## config.mk

```make
export PLATFORM = sky130hd
export DESIGN_NAME = xgmii_rx_rate_ctrl
export DESIGN_NICKNAME = d
export VERILOG_FILES = /design/src/rtl/xgmii_rx_rate_ctrl.sv
export SDC_FILE = /design/constraint.sdc
export NUM_CORES = 1
export LEC_CHECK = 0
export ABC_AREA = 0
export BUFFER_PORTS_ARGS = -buffer_cell sky130_fd_sc_hd__buf_2
export CAP_MARGIN = 20
export CORE_MARGIN = 2
export CORE_UTILIZATION = 53
export DETAILED_ROUTE_END_ITERATION = 7
export GPL_TIMING_DRIVEN = 0
export PLACE_DENSITY = 0.95
export SLEW_MARGIN = 20
export SYNTH_ARGS = -nofsm -noshare
export SYNTH_HDL_FRONTEND = slang
export SYNTH_SLANG_ARGS = --single-unit
```

## constraint.sdc

```tcl
create_clock -name wr_clk -period 9.8 [get_ports wr_clk]
set_clock_uncertainty 0.1 [all_clocks]
set_input_delay 1.96 -clock wr_clk [delete_from_list [all_inputs] [get_ports wr_clk]]
set_output_delay 1.96 -clock wr_clk [all_outputs]
set_load 0.02 [all_outputs]
```

## src/rtl/xgmii_rx_rate_ctrl.sv

```systemverilog
// Write-side rate matcher for the XGMII rx clock-crossing FIFO: gates writes, deletes
// surplus inter-frame idles when the FIFO runs high, truncates and poisons frames on overflow.
module xgmii_rx_rate_ctrl #(
  parameter int unsigned LEVEL_W   = 5,
  parameter int unsigned HIGH_MARK = 12,
  parameter int unsigned FULL_MARK = 15,
  parameter int unsigned MIN_IPG   = 1
) (
  input  logic               wr_clk,
  input  logic               wr_rst,
  input  logic [63:0]        in_data,
  input  logic [7:0]         in_ctrl,
  input  logic [LEVEL_W-1:0] fifo_level,
  output logic               fifo_wr_en,
  output logic [63:0]        fifo_wr_data,
  output logic [7:0]         fifo_wr_ctrl,
  output logic               in_frame,
  output logic [15:0]        drop_count,
  output logic [15:0]        overflow_count
);

  localparam logic [63:0]        IdleData = 64'h0707_0707_0707_0707;
  localparam logic [63:0]        ErrData  = 64'hFEFE_FEFE_FEFE_FEFE;
  localparam logic [7:0]         AllCtrl  = 8'hff;
  localparam logic [LEVEL_W-1:0] HighLvl  = LEVEL_W'(HIGH_MARK);
  localparam logic [LEVEL_W-1:0] FullLvl  = LEVEL_W'(FULL_MARK);
  localparam logic [3:0]         MinIpg   = 4'(MIN_IPG);

  typedef enum logic [1:0] {StIdle, StFrame, StDiscard, StPoison} state_e;

  state_e      state_q, state_d;
  logic [3:0]  idle_run_q;
  logic        wr_en_q;
  logic [63:0] wr_data_q;
  logic [7:0]  wr_ctrl_q;
  logic        in_frame_q;
  logic [15:0] drop_cnt_q;
  logic [15:0] ovf_cnt_q;

  logic is_idle, is_start, is_term;
  logic full, high;
  logic wr_in, wr_err, drop_inc, ovf_inc, run_clr, run_inc;

  // Word classification
  always_comb begin
    is_idle  = (in_ctrl == AllCtrl) && (in_data == IdleData);
    is_start = (in_ctrl[0] && (in_data[7:0] == 8'hFB)) ||
               (in_ctrl[4] && (in_data[39:32] == 8'hFB));
    is_term  = 1'b0;
    for (int n = 0; n < 8; n++) begin
      if (in_ctrl[n] && (in_data[8*n +: 8] == 8'hFD)) is_term = 1'b1;
    end
  end

  assign full = (fifo_level >= FullLvl);
  assign high = (fifo_level >= HighLvl);

  always_comb begin
    state_d  = state_q;
    wr_in    = 1'b0;
    wr_err   = 1'b0;
    drop_inc = 1'b0;
    ovf_inc  = 1'b0;
    run_clr  = 1'b0;
    run_inc  = 1'b0;
    unique case (state_q)
      StIdle: begin
        if (is_start && !full) begin
          wr_in   = 1'b1;
          run_clr = is_term;
          state_d = is_term ? StIdle : StFrame;
        end else if (is_start) begin
          // A start+term word that cannot be stored ends its own frame at once.
          ovf_inc = 1'b1;
          state_d = is_term ? StPoison : StDiscard;
        end else if (is_idle && high && (idle_run_q >= MinIpg)) begin
          drop_inc = 1'b1;
        end else if (full) begin
          drop_inc = 1'b1;
        end else begin
          wr_in   = 1'b1;
          run_inc = is_idle;
          run_clr = is_term;
        end
      end
      StFrame: begin
        if (!full) begin
          wr_in = 1'b1;
          if (is_term) begin
            run_clr = 1'b1;
            state_d = StIdle;
          end
        end else begin
          ovf_inc = 1'b1;
          state_d = is_term ? StPoison : StDiscard;
        end
      end
      StDiscard: begin
        if (is_term) state_d = StPoison;
      end
      StPoison: begin
        // A start arriving here belongs to a frame that is already lost.
        ovf_inc = is_start;
        if (!full) begin
          wr_err  = 1'b1;
          state_d = is_start ? StDiscard : StIdle;
        end
      end
      default: state_d = StIdle;
    endcase
  end

  always_ff @(posedge wr_clk or posedge wr_rst) begin
    if (wr_rst) begin
      state_q    <= StIdle;
      idle_run_q <= 4'd0;
      wr_en_q    <= 1'b0;
      wr_data_q  <= IdleData;
      wr_ctrl_q  <= AllCtrl;
      in_frame_q <= 1'b0;
      drop_cnt_q <= 16'd0;
      ovf_cnt_q  <= 16'd0;
    end else begin
      state_q    <= state_d;
      in_frame_q <= (state_d == StFrame);
      wr_en_q    <= wr_in | wr_err;
      if (wr_in) begin
        wr_data_q <= in_data;
        wr_ctrl_q <= in_ctrl;
      end else if (wr_err) begin
        wr_data_q <= ErrData;
        wr_ctrl_q <= AllCtrl;
      end else begin
        wr_data_q <= IdleData;
        wr_ctrl_q <= AllCtrl;
      end
      if (run_clr) begin
        idle_run_q <= 4'd0;
      end else if (run_inc && (idle_run_q != 4'hf)) begin
        idle_run_q <= idle_run_q + 4'd1;
      end
      if (drop_inc && (drop_cnt_q != 16'hffff)) drop_cnt_q <= drop_cnt_q + 16'd1;
      if (ovf_inc && (ovf_cnt_q != 16'hffff)) ovf_cnt_q <= ovf_cnt_q + 16'd1;
    end
  end

  assign fifo_wr_en     = wr_en_q;
  assign fifo_wr_data   = wr_data_q;
  assign fifo_wr_ctrl   = wr_ctrl_q;
  assign in_frame       = in_frame_q;
  assign drop_count     = drop_cnt_q;
  assign overflow_count = ovf_cnt_q;

endmodule

```

==> flow_metrics.py, run 1 <==
metrics = {
    "status": {
        "status": "finished clean",
    },
    "route": {
        "wire_per_inst_um": 17.8,
        "drcViolationCount": 0,
        "dr.pass1.iters": 6,
        "dr.first_iter.drc_count": 179,
        "via_count": 4381,
        "avgViaCountPerCell": 5.65,
        "postRouteAntennaNets": 0,
        "wl_mm": 13.8,
    },
    "clock_tree": {
        "numCtsBuffers": 9,
        "post_cts_resized": 0,
        "root_buffer": "clkbuf_8",
        "post-cts-setup-buffers": 0,
        "cts_tree": "done",
        "clock_latency_ps": 370,
        "clock_path_buffers": 2,
        "cts_hold_buf": 0,
        "cts_sinks": 112,
        "path_clk_slew_ps": 110,
        "h-tree-depth": 3,
    },
    "sta": {
        "fin_crit_sh": 0.409,
        "slew_violations": 0,
        "setup_tns_ps": 0,
        "hold_viol": 0,
        "rsz0062_at_grt": "no",
        "timing.fmax_mhz": 250,
        "tightest_slew_ps": 936,
        "finalSetupViolations": 0,
        "timing.hold.ws_ps": 387,
        "slew_headroom": 0.370,
        "fin_crit_ps": 4000,
    },
    "logic_synthesis": {
        "netlist_top_cells_count": "80 x dfrtp_1, 43 x a21o_1, 38 x nor2_1",
        "syn-mean-instance-area_um2": 11.3,
        "ys_types": 50,
        "synth_area_leaders": "dfrtp_1 40%, dfstp_2 17%, a21o_1 6.4%",
        "syn-num-nets": 529,
        "ys.flop_type": "dfrtp_1",
        "netlist.top_cell.by_area": "dfrtp_1",
        "yosys_warnings": 0,
        "async_flop_share": 1.00,
        "synth_cells": 445,
        "yosysSeqAreaShare": 0.564,
        "yosysTopAreaCellShare": 0.397,
        "synth.most_common_cell": "dfrtp_1",
        "synth_edf_count": 0,
        "ys_seq_elements": 112,
        "syn-cell-area_um2": 5040,
    },
    "place": {
        "io_buffers": 184,
        "dpl.cell_count": 759,
        "dp.final_hpwl_mm": 10.8,
        "gp_congestion": 0.912,
    },
    "die": {
        "start_util": 0.545,
        "die_h_um": 102,
        "ios": 185,
        "num_rows": 35,
        "dieArea_um2": 10300,
        "core_area_um2": 9240,
        "fp.dieW_um": 102,
    },
    "power_and_ir_drop": {
        "vdd_ir_drop_max_mv": 0.130,
        "seq_power_share": 0.486,
        "p_int_mw": 0.778,
        "p_switching_mw": 0.453,
        "clkPwrFrac": 0.211,
        "sw_frac_of_total": 0.368,
        "p_leak_nw": 3.31,
        "pwr-share-comb": 0.303,
        "power_density_nw_per_um2": 195,
    },
    "global_route": {
        "grt_first_pass_wirelength_mm": 21.5,
        "first_global_vias": 4289,
        "antenna_found_initial": 0,
        "gr-usage-all-layers": 0.269,
        "grt_max_degree": 62,
        "grt_overflow_total": 0,
    },
    "min_path": {
        "hold_class": "flip-flop to flip-flop",
    },
    "worst_setup_path": {
        "worstPathMaxFanout": 10,
        "arrival_ps": 4210,
        "cp-end-kind": "flip-flop",
        "crit_type": "primary input to flip-flop",
        "critPathRequiredTime_ps": 10010,
        "setup.worst_path.start_class": "primary input",
    },
    "flow_run": {
        "max-cap-violations": 0,
    },
    "layout": {
        "nets": 725,
        "area_growth_pct": 25.6,
        "drive_above_1_share": 0.410,
        "n_antenna_cell": 0,
        "final_cells": 775,
    },
}
==> layer usage <==
metal  GRT usage  share of wire  vias to the layer above
met4       0.106          0.028                        0
met3      0.0442          0.060                       31
met5           0              0                        -
li1            -              -                     1993
met2       0.471           0.52                      213
met1       0.334           0.39                     2144
==> flip-flops by register name, indices dropped and copies added, names as in the netlist <==
name            cells
fifo_wr_data       64
in_frame            1
state_q             2
overflow_count     16
idle_run_q          4
fifo_wr_en          1
drop_count         16
fifo_wr_ctrl        8
==> worst paths after layout <==
check,to,from,slack (ps),depth (start not counted)
worst max-delay path,fifo_wr_data[34],in_data[4],5800,8
worst min-delay path,drop_count[6],drop_count[6],390,1
worst max register to register,drop_count[4],idle_run_q[0],7140,9
worst min register to register,drop_count[6],drop_count[6],390,1
max in group asynchronous,fifo_wr_data[25],wr_rst,7400,3
min in group asynchronous,fifo_wr_data[59],wr_rst,1510,2
==> per-stage QoR <==
stage	utilization	total power [mW]	setup WS [ps]	area, um2
floorplan	-	0.838	4830	5040
global placement	0.662	0.966	3810	6120
detailed placement	0.666	0.981	5480	6150
CTS	0.685	1.24	5850	6330
global route	0.685	1.30	5710	6330
finish	0.685	1.23	5800	6330
==> logic make-up after synthesis <==
logic type,count (synthesis),share of synthesized area
flip-flops,112,0.564
AND/OR/NAND/NOR,186,0.210
adder cells (fa/ha/maj),5,0.0124
buffers and inverters,33,0.0281
AO/OA/AOI/OAI,74,0.122
XOR/XNOR,31,0.0539
multiplexers,4,0.00869
==> cell type report <==
cell class / instances / area (um2)
clock inverters: 7 / 51.3
plain buffers: 19 / 88.8
flip-flops and latches: 112 / 2840
inverters: 14 / 57.6
well taps: 129 / 161
clock buffers: 9 / 124
repair buffers: 185 / 948
multi-input cells: 300 / 2050
fillers: 693 / 2910
==> cell usage in the layout (no fill, tap or decap), types with 13 or more instances in the layout <==
cell type,n
buf_2,186
or2_1,20
clkbuf_1,13
nand4_1,21
dfstp_2,32
a21o_1,43
nor2_1,38
xor2_1,26
nand2_1,22
dfrtp_1,80
inv_1,13
nand3_1,16
nor4_1,16
==> critical path, stage by stage <==
cell	delay, ps
buf_2	120
nor4_1	500
nand4_1	190
nor4b_1	440
nand2_1	160
o31ai_4	360
buf_2	310
or2_1	150
==> power groups by stage <==
stage                     Sequential, mW  Combinational, mW  Clock, mW
after floorplan                    0.696              0.142          0
after global placement             0.603              0.363          0
after detailed placement           0.608              0.373          0
after CTS                          0.598              0.375      0.262
after global routing               0.610              0.403      0.282
final                              0.599              0.373      0.260
Power figures use the tool's default switching activity.
==> run 2, diff against run 1 <==
--- a/config.mk
+++ b/config.mk
@@ -9,10 +9,10 @@
 export BUFFER_PORTS_ARGS = -buffer_cell sky130_fd_sc_hd__buf_2
 export CAP_MARGIN = 20
 export CORE_MARGIN = 2
-export CORE_UTILIZATION = 53
+export CORE_UTILIZATION = 45
 export DETAILED_ROUTE_END_ITERATION = 7
 export GPL_TIMING_DRIVEN = 0
-export PLACE_DENSITY = 0.95
+export PLACE_DENSITY = 0.87
 export SLEW_MARGIN = 20
 export SYNTH_ARGS = -nofsm -noshare
 export SYNTH_HDL_FRONTEND = slang
==> constraint.sdc (replaced) <==
create_clock -name wr_clk -period 3.29 [get_ports wr_clk]
set_clock_uncertainty 0.1 [all_clocks]
set_input_delay 0.658 -clock wr_clk [delete_from_list [all_inputs] [get_ports wr_clk]]
set_output_delay 0.658 -clock wr_clk [all_outputs]
set_load 0.02 [all_outputs]
==> run 2 against run 1 <==
First-iteration DRC count is 130% higher. Total power increased to 3.1 times the previous value. Highest routed layer unchanged. Critical endpoint is now drop_count[4]. Largest power group unchanged. Critical path depth unchanged.
==> flow_metrics.py, run 2 (same netlist as run 1, synthesis figures left out) <==
metrics = {
    "clock_tree": {
        "h-tree-depth": 3,
        "post_cts_resized": 0,
        "path_clk_slew_ps": 100,
        "numCtsBuffers": 9,
        "cts_hold_buf": 0,
        "clock_latency_ps": 380,
        "cts_tree": "done",
        "cts_sinks": 112,
        "post-cts-setup-buffers": 0,
        "root_buffer": "clkbuf_8",
        "clock_path_buffers": 2,
    },
    "worst_setup_path": {
        "critPathRequiredTime_ps": 3500,
        "arrival_ps": 2920,
        "crit_type": "primary input to flip-flop",
        "setup.worst_path.start_class": "primary input",
        "cp_cell_sequence": "buf_2 -> nor4b_1 -> nand4_1 -> nor2_1 -> nand4_1 -> buf_4 -> a211oi_1 -> xor2_1",
        "max_stage_delay_ps": 530,
        "crit_buf_inv": 2,
        "cp_common_cell": "nand4_1",
        "cp-end-kind": "flip-flop",
        "regToRegSetupSlack_ps": 610,
        "worstPathMaxFanout": 10,
        "cpLargestDelayFamily": "simple AND/OR/NAND/NOR gates",
        "cpMaxStageDelayCell": "nor4b_1",
    },
    "route": {
        "via_count": 4393,
        "avgViaCountPerCell": 5.57,
        "drcViolationCount": 0,
        "wire_per_inst_um": 18.3,
        "postRouteAntennaNets": 0,
        "dr.pass1.iters": 5,
        "dr.first_iter.drc_count": 411,
        "wl_mm": 14.4,
    },
    "global_route": {
        "first_global_vias": 4287,
        "grt_first_pass_wirelength_mm": 21.4,
        "grt_max_degree": 38,
        "antenna_found_initial": 0,
        "grt_overflow_total": 0,
        "gr-usage-all-layers": 0.235,
    },
    "flow_run": {
        "max-cap-violations": 0,
    },
    "sta": {
        "slew_headroom": 0.355,
        "timing.fmax_mhz": 368,
        "rsz0062_at_grt": "no",
        "fin_crit_ps": 2720,
        "hold_viol": 0,
        "setup_tns_ps": 0,
        "slew_violations": 0,
        "tightest_slew_ps": 959,
        "finalSetupViolations": 0,
        "fin_crit_sh": 0.826,
    },
    "layout": {
        "nFillCells": 929,
        "nets": 727,
        "final_common_cell": "buf_2",
        "drive_above_1_share": 0.412,
        "regArea_um2": 2840,
        "layout_common_cells": "186 x buf_2, 80 x dfrtp_1, 43 x a21o_1",
        "multi_input_area_um2": 2050,
        "final_util": 0.590,
        "largest_register_ffs": 64,
        "area_growth_pct": 27.6,
        "n_antenna_cell": 0,
    },
    "power_and_ir_drop": {
        "vdd_ir_drop_max_mv": 0.336,
        "power_density_nw_per_um2": 597,
        "p_leak_nw": 3.35,
    },
    "place": {
        "dp.final_hpwl_mm": 11.3,
        "io_buffers": 184,
        "gp_congestion": 0.887,
    },
    "min_path": {
        "hold_class": "primary input to asynchronous set/reset pin",
    },
    "die": {
        "num_rows": 38,
        "die_h_um": 110,
        "start_util": 0.463,
        "fp.dieW_um": 110,
        "dieArea_um2": 12100,
        "ios": 185,
        "core_area_um2": 10900,
    },
    "status": {
        "status": "finished clean",
    },
}
==> run 2: power by group <==
| part | internal [mW] | leakage [nW] | total (mW) | switching [mW] |
|---|---|---|---|---|
| Clock | 0.470 | 0.119 | 0.924 | 0.454 |
| Combinational | 0.403 | 1.86 | 1.12 | 0.718 |
| Sequential | 1.64 | 1.37 | 1.79 | 0.154 |
| Total | 2.51 | 3.35 | 3.84 | 1.33 |
==> run 2: area by class of cell <==
type,instances,area share
clock buffers,11,0.0235
well taps,140,0.0272
multi-input cells,300,0.320
plain buffers,19,0.0138
repair buffers,187,0.153
clock inverters,5,0.0123
inverters,14,0.00876
flip-flops and latches,112,0.442
==> run 2: stage by stage <==
step | instances | setup WS [ps] | hold slack, ps | power (mW) | instance area (um2)
final | 788 | 572 | 123 | 3.84 | 6430
after floorplan | 445 | 841 | 436 | 2.50 | 5040
after detailed placement | 772 | 244 | 375 | 2.94 | 6200
after CTS | 788 | 619 | 121 | 3.86 | 6430
after global routing | 788 | 406 | 133 | 4.03 | 6430
after global placement | 769 | 236 | 371 | 2.89 | 6140
==> run 2: worst reg2reg max path, delay by kind of cell, from the launching register on <==
family	cells	cell delay, ps
AO/OA/AOI/OAI	2	480
adder cells (fa/ha/maj)	1	140
buffers and inverters	2	390
XOR/XNOR	1	180
AND/OR/NAND/NOR	3	870
flip-flops	1	430
==> run 2: routing by layer <==
layer / vias up / GRT usage / wire length [um]
met5: - / 0 / 0
li1: 1980 / - / -
met4: 0 / 0.110 / 427
met3: 37 / 0.0498 / 1110
met2: 204 / 0.406 / 7370
met1: 2172 / 0.279 / 5480
==> run 2: path summary, 6_finish.rpt <==
path,to,startpoint,depth (start not counted)
setup reg to reg,drop_count[4],idle_run_q[0],9
hold reg to reg,drop_count[6],drop_count[6],1
hold / removal,fifo_wr_data[12],wr_rst,2
setup / recovery,drop_count[4],in_data[54],8
min in group wr_clk,drop_count[6],drop_count[6],1
max in group asynchronous,overflow_count[1],wr_rst,4
